## config.mk

```make
export PLATFORM = sky130hd
export DESIGN_NAME = position_tracker
export DESIGN_NICKNAME = d
export VERILOG_FILES = /design/src/rtl/position_tracker.sv
export SDC_FILE = /design/constraint.sdc
export NUM_CORES = 1
export LEC_CHECK = 0
export BUFFER_PORTS_ARGS = -buffer_cell sky130_fd_sc_hd__buf_2
export CORE_MARGIN = 2
export CORE_UTILIZATION = 45
export CTS_BUF_LIST = sky130_fd_sc_hd__clkbuf_4 sky130_fd_sc_hd__clkbuf_8
export DETAILED_ROUTE_END_ITERATION = 12
export PLACE_DENSITY = 0.79
export SLEW_MARGIN = 10
export SYNTH_ARGS = -nofsm -noshare
export SYNTH_HDL_FRONTEND = slang
export SYNTH_SLANG_ARGS = --single-unit
```

## constraint.sdc

```tcl
create_clock -name clk -period 3.56 [get_ports clk]
set_input_delay 0.712 -clock clk [delete_from_list [all_inputs] [get_ports clk]]
set_output_delay 0.712 -clock clk [all_outputs]
set_load 0.03 [all_outputs]
```

## src/rtl/position_tracker.sv

```systemverilog
// position_tracker: decodes an ASCII move stream into grid positions, one pulse per new position.
// Define ROBO_SANTA_EN for two alternating walkers sharing the output position bus.
module position_tracker #(
  parameter int POSITION_WIDTH = 8
) (
  input  logic                      clk,
  input  logic                      reset,
  input  logic                      in_valid,
  input  logic [7:0]                in_data,
  output logic                      in_ready,
  output logic                      pos_change,
  output logic [POSITION_WIDTH-1:0] pos_x,
  output logic [POSITION_WIDTH-1:0] pos_y,
  output logic [31:0]               move_count,
  output logic                      done
);
  localparam int W = POSITION_WIDTH;
  localparam logic [W-1:0] CENTRE = {1'b1, {(W-1){1'b0}}};
  typedef enum logic [1:0] {INIT, RUN, DONE} state_t;
  state_t state, state_nxt;
  logic acc, up, dn, rt, lf, move, eol;
  logic [W-1:0] cur_x, cur_y, nx, ny;
  assign in_ready = state == RUN;
  assign acc  = in_ready && in_valid;
  assign up   = in_data == 8'h5E;
  assign dn   = in_data == 8'h76;
  assign rt   = in_data == 8'h3E;
  assign lf   = in_data == 8'h3C;
  assign move = acc && (up || dn || rt || lf);
  assign eol  = acc && in_data == 8'h0A;
`ifdef ROBO_SANTA_EN
  logic [W-1:0] a_x, a_y, b_x, b_y;
  logic turn;
  assign cur_x = turn ? b_x : a_x;
  assign cur_y = turn ? b_y : a_y;
`else
  assign cur_x = pos_x;
  assign cur_y = pos_y;
`endif
  always_comb begin
    nx = rt ? cur_x + W'(1) : lf ? cur_x - W'(1) : cur_x;
    ny = up ? cur_y + W'(1) : dn ? cur_y - W'(1) : cur_y;
    state_nxt = state == INIT ? RUN : eol ? DONE : state;
  end
  always_ff @(posedge clk) begin
    if (reset) begin
      state      <= INIT;
      pos_change <= 1'b0;
      done       <= 1'b0;
      move_count <= '0;
      pos_x      <= CENTRE;
      pos_y      <= CENTRE;
`ifdef ROBO_SANTA_EN
      a_x  <= CENTRE;
      a_y  <= CENTRE;
      b_x  <= CENTRE;
      b_y  <= CENTRE;
      turn <= 1'b0;
`endif
    end else begin
      state      <= state_nxt;
      pos_change <= state == INIT || move;
      done       <= done || eol;
      if (move) begin
        pos_x <= nx;
        pos_y <= ny;
        if (move_count != '1) move_count <= move_count + 32'd1;
`ifdef ROBO_SANTA_EN
        turn <= ~turn;
        if (turn) begin
          b_x <= nx;
          b_y <= ny;
        end else begin
          a_x <= nx;
          a_y <= ny;
        end
`endif
      end
    end
  end
endmodule
```

Yosys cells after proc, flatten, opt, wreduce, memory -nomap -nowiden. Index checks and enable logic that the tools add are counted.

$add $sub $neg: 5. Equality and inequality tests: 7. Reductions and logical operators: 16. Mux-type cells: 6.

Operators by type and width (count): adder 32 x 1 -> 32 bit (second input constant) (1); 2-to-1 mux 8 bit (4); != test 32 bit (second input constant) (1); adder 8 x 1 -> 8 bit (second input constant) (2); equality test 8 x 6 -> 1 bit (second input constant) (2); equality test 8 x 7 -> 1 bit (second input constant) (2); subtractor 8 x 1 -> 8 bit (second input constant) (2); equality test 8 x 4 -> 1 bit (second input constant) (1); AND reduction 2 bit (3); nonzero test 2 bit (3); logical OR 1 bit (5); logical AND 1 bit (3); equality test 2 x 1 -> 1 bit (second input constant) (1); logical NOT 2 bit (1); 2-to-1 mux 1 bit (2); OR reduction 2 bit (1).

Register bits: 52. Bits of input ports: 11. Logic and storage cells: 41. Output and inout bits: 51.

Longest topological paths before layout.
Depth in word-level cells: 6. Mapped depth: 10.

Worst setup path before layout. OpenSTA, ideal clock, no wires.

Path type: input port to flip-flop. From: input in_data[0]. To: register pos_y[7]. Setup time: 0.126 ns. Required time: 3.434 ns. Data arrival time: 2.814 ns. Slack: 0.621 ns. Stages on the path: 9. Cells stage by stage: nor4bb_1 -> nand4_1 -> ha_1 -> a21oi_1 -> o211ai_1 -> o41ai_1 -> xnor2_1 -> and3_1 -> o21ai_0.

Longest elaborated chain between the ends: 6. Elaborated cells between the ends (all ways): 11.

RTL lines: start, declared (RTL line 9) `input logic [7:0] in_data,`; equality test 8 x 7 -> 1 bit (on tied branches) (RTL line 25, 26); logical OR 1 bit (3 in series) (RTL line 29) `assign move = acc && (up || dn || rt || lf);`; logical AND 1 bit (RTL line 29); AND reduction 2 bit (no source line); end signal, assigned (RTL line 66) `pos_y <= ny;`; end, declared (RTL line 13) `output logic [POSITION_WIDTH-1:0] pos_y,`.

Parallel ways exist; a longest one is shown, timed or not. A chain may end at the register's enable or synchronous reset.

Final worst setup path. Same ends and word-level chain as after synthesis.

==> metrics.md <==
| Metric | Value |
|---|---|
| Post-CTS Resized | 0 |
| Synthesized flop and latch total | 52 |
| Ys async rst share | 0% |
| CP max FO | 8 |
| Layout area overhead | 17.5% |
| CTS Sinks | 52 |
| Seq/Total Area, Yosys | 35.9% |
| Area of the die | 0.00710 mm² |
| Placed cells | 480 |
| Max Clk Rate | 341 MHz |
| Routed vias | 2738 |
| Layout cells sized above 1 | 20.9% |
| Area leader, netlist | dfxtp_1 |
| Hold slack | 0.475 ns |
| Core Util, Final | 54.3% |
| Hold Crit Depth | 2 |
| Number of synthesized flops with an enable pin | 0 |
| Post-route insts no fill | 488 |
| Fin nets | 434 |
| Post-Route Setup TNS | 0 ns |
| GPL Wtd Cong | 0.834 |
| Worst Setup Slack, final | 0.629 ns |
| Leak | 1.37 nW |
| DR vias/cell | 5.61 |
| Core ar. | 0.00628 mm² |
| Setup Buffers After CTS | 0 |
| Starting DRT DRC Count | 142 |
| Status | finished clean |
| Num rows | 29 |
| Relative slew slack | 56.4% |
| DIE WIDTH | 84.3 µm |
| Number of global-route vias before repair | 2451 |
| Worst Path Required | 3.75 ns |
| Die Height | 84.3 µm |
| Most frequent cells after synthesis | dfxtp_1 (52), nor2_1 (47), xnor2_1 (29) |
| Crit path launch type | input port |
| RSZ-0062 raised after global routing | false |
| Worst EP arrival | 3.12 ns |
| Initial antenna violation count | 0 |
| Skew final | 0.0136 ns |
| Drt wl/cell | 14.5 µm |
| Detail Route Antenna Nets | 0 |
| Root Driver | clkbuf_8 |
| # setup viols final | 0 |
| Routed WL | 7100 µm |
| Cell Pwr Density | 293 mW/mm² |
| CP Capture Type | flop |
| Clock Latency Late Sink | 0.32 ns |
| Fin crit share | 82.3% |
| Dpl ws | 0.307 ns |
| Synth Cell Area | 0.00290 mm² |
| Final period demand of the worst path | 2.93 ns |
| First-pass GRT wire length | 11500 µm |
| Hold Path Sink | done |
| CTS H-tree depth | 2 |
| Mapped Nets | 370 |
| Final hold violation count | 0 |
| DR pass1 iterations | 4 |
| FF-to-FF setup slack | 1.36 ns |
| Max VDD drop | 0.000139 V |
| Fin. max-slew vios | 0 |
| Post-Syn Instances | 346 |
| Largest net degree at the start of global routing | 31 |
| Synth Area per Inst | 8.38 µm² |
| Number of remaining DRC errors | 0 |
| Num ports | 62 |
| Synth unique cells | 50 |
| Share of the synthesized area in the top cell type | 35.9% |
| Total GRT Usage | 19.4% |
| Port Buffers | 61 |
| Ys Warns | 0 |
| TritonCTS clock tree | yes |
| Top-count cell post-synth | dfxtp_1 |
| CP Launch Point | in_data[0] |
| Worst hold path type | flop to flop |
| Initial Util | 46.2% |
| Prevailing post-synth register cell | dfxtp_1 |
| Largest cells by area after synthesis | dfxtp_1 (36%), xnor2_1 (8.8%), nor2_1 (6.1%), ha_1 (5.2%), nand4_1 (4.1%) |
| CTS clk-pin slew, worst paths | 0.12 ns |
| Post-DP HPWL | 5280 µm |
| Worst R2R End | move_count[6] |
| Reg2reg path depth | 6 |
| Tightest Pin Transition | 0.648 ns |
| CTS Hold Bufs | 0 |
| Reg2Reg Launch Point | move_count[12] |
| TritonCTS Buffers | 5 |
| Antenna cells | 0 |
| Crit path kind | input port to flop |
| Max-Cap Viols | 0 |
| Clk buf depth | 2 |
| Total global routing overflow | 0 |
| Hold path startpoint | done |
-- per-layer routing --
metal	part of all wire [%]	up-vias	track usage (%)
met5	0	-	0
met4	0.83	0	4.11
met3	5.3	7	3.74
met2	46	75	31.7
met1	48	1279	26.8
li1	-	1377	-
-- flip-flops by register name, summed over array words and instances, names as in the netlist --
register,flops
done,1
move_count,32
pos_change,1
pos_x,8
pos_y,8
state,2
-- stage by stage --
| step | area, µm² | power [W] |
|---|---|---|
| 3_5_place_dp | 3310 | 0.000645 |
| 6_report | 3410 | 0.000998 |
| 5_1_grt | 3410 | 0.00103 |
| 2_1_floorplan | 2900 | 0.000626 |
| 4_1_cts | 3410 | 0.00101 |
| 3_3_place_gp | 3310 | 0.000644 |
-- cell type report --
cell class                      count  area (µm²)
Clock buffer                        5        68.8
Clock inverter                      3        27.5
Fill cell                         601        2870
Inverter                            9        33.8
Multi-Input combinational cell    275        1790
Sequential cell                    52        1040
Tap cell                           77        96.3
Timing Repair Buffer               67         350
-- cells by family after synthesis --
logic type	after synthesis	synth area share, %
xor gates and xnor gates	38	11.5
adders and majority gates	13	5.87
DFF	52	35.9
muxes	6	2.07
buffers and inverters	19	2.59
and+or+nand+nor	171	31.8
AOI/OAI and AO/OA	47	10.3
-- worst max-delay path by stage --
stage,end,slack (ns),cells past startpoint
floorplan,pos_y[7],0.62,9
global placement,pos_y[7],0.38,11
detailed placement,pos_y[7],0.31,11
CTS,pos_y[7],0.63,11
global route,pos_y[7],0.50,11
finish,pos_y[7],0.63,11
-- cells in the final DEF, fill, tap and decap left out, types with 5 or more instances in the layout --
cell and count:
clkbuf_8 5, o21ai_0 11, buf_2 61, nor2b_1 5, mux2i_1 6, nor2_1 47
and4_1 8, nand4_1 19, or2_2 6, nand2_1 21, xnor2_1 29, a21oi_1 16
xor2_1 9, nor4_1 5, dfxtp_1 52, and3_1 5, buf_4 6, ha_1 12
nor3_1 14, nand3_1 19, inv_1 8
-- report_power, final --
group	switching (W)	internal, W	leakage (nW)
combinational	0.0000308	0.0000165	0.908
sequential	0.00000101	0.000583	0.419
clock	0.000222	0.000145	0.0463
-- worst max-delay path, cell delays in order --
cell and delay (ns):
buf_2 0.12, nor4bb_1 0.52, nand4_1 0.20, buf_4 0.21, ha_1 0.27, a21oi_1 0.19
o211ai_1 0.15, o41ai_1 0.33, xnor2_1 0.19, and3_1 0.18, o21ai_0 0.07
Note: power is estimated with default switching activity, not from simulation.
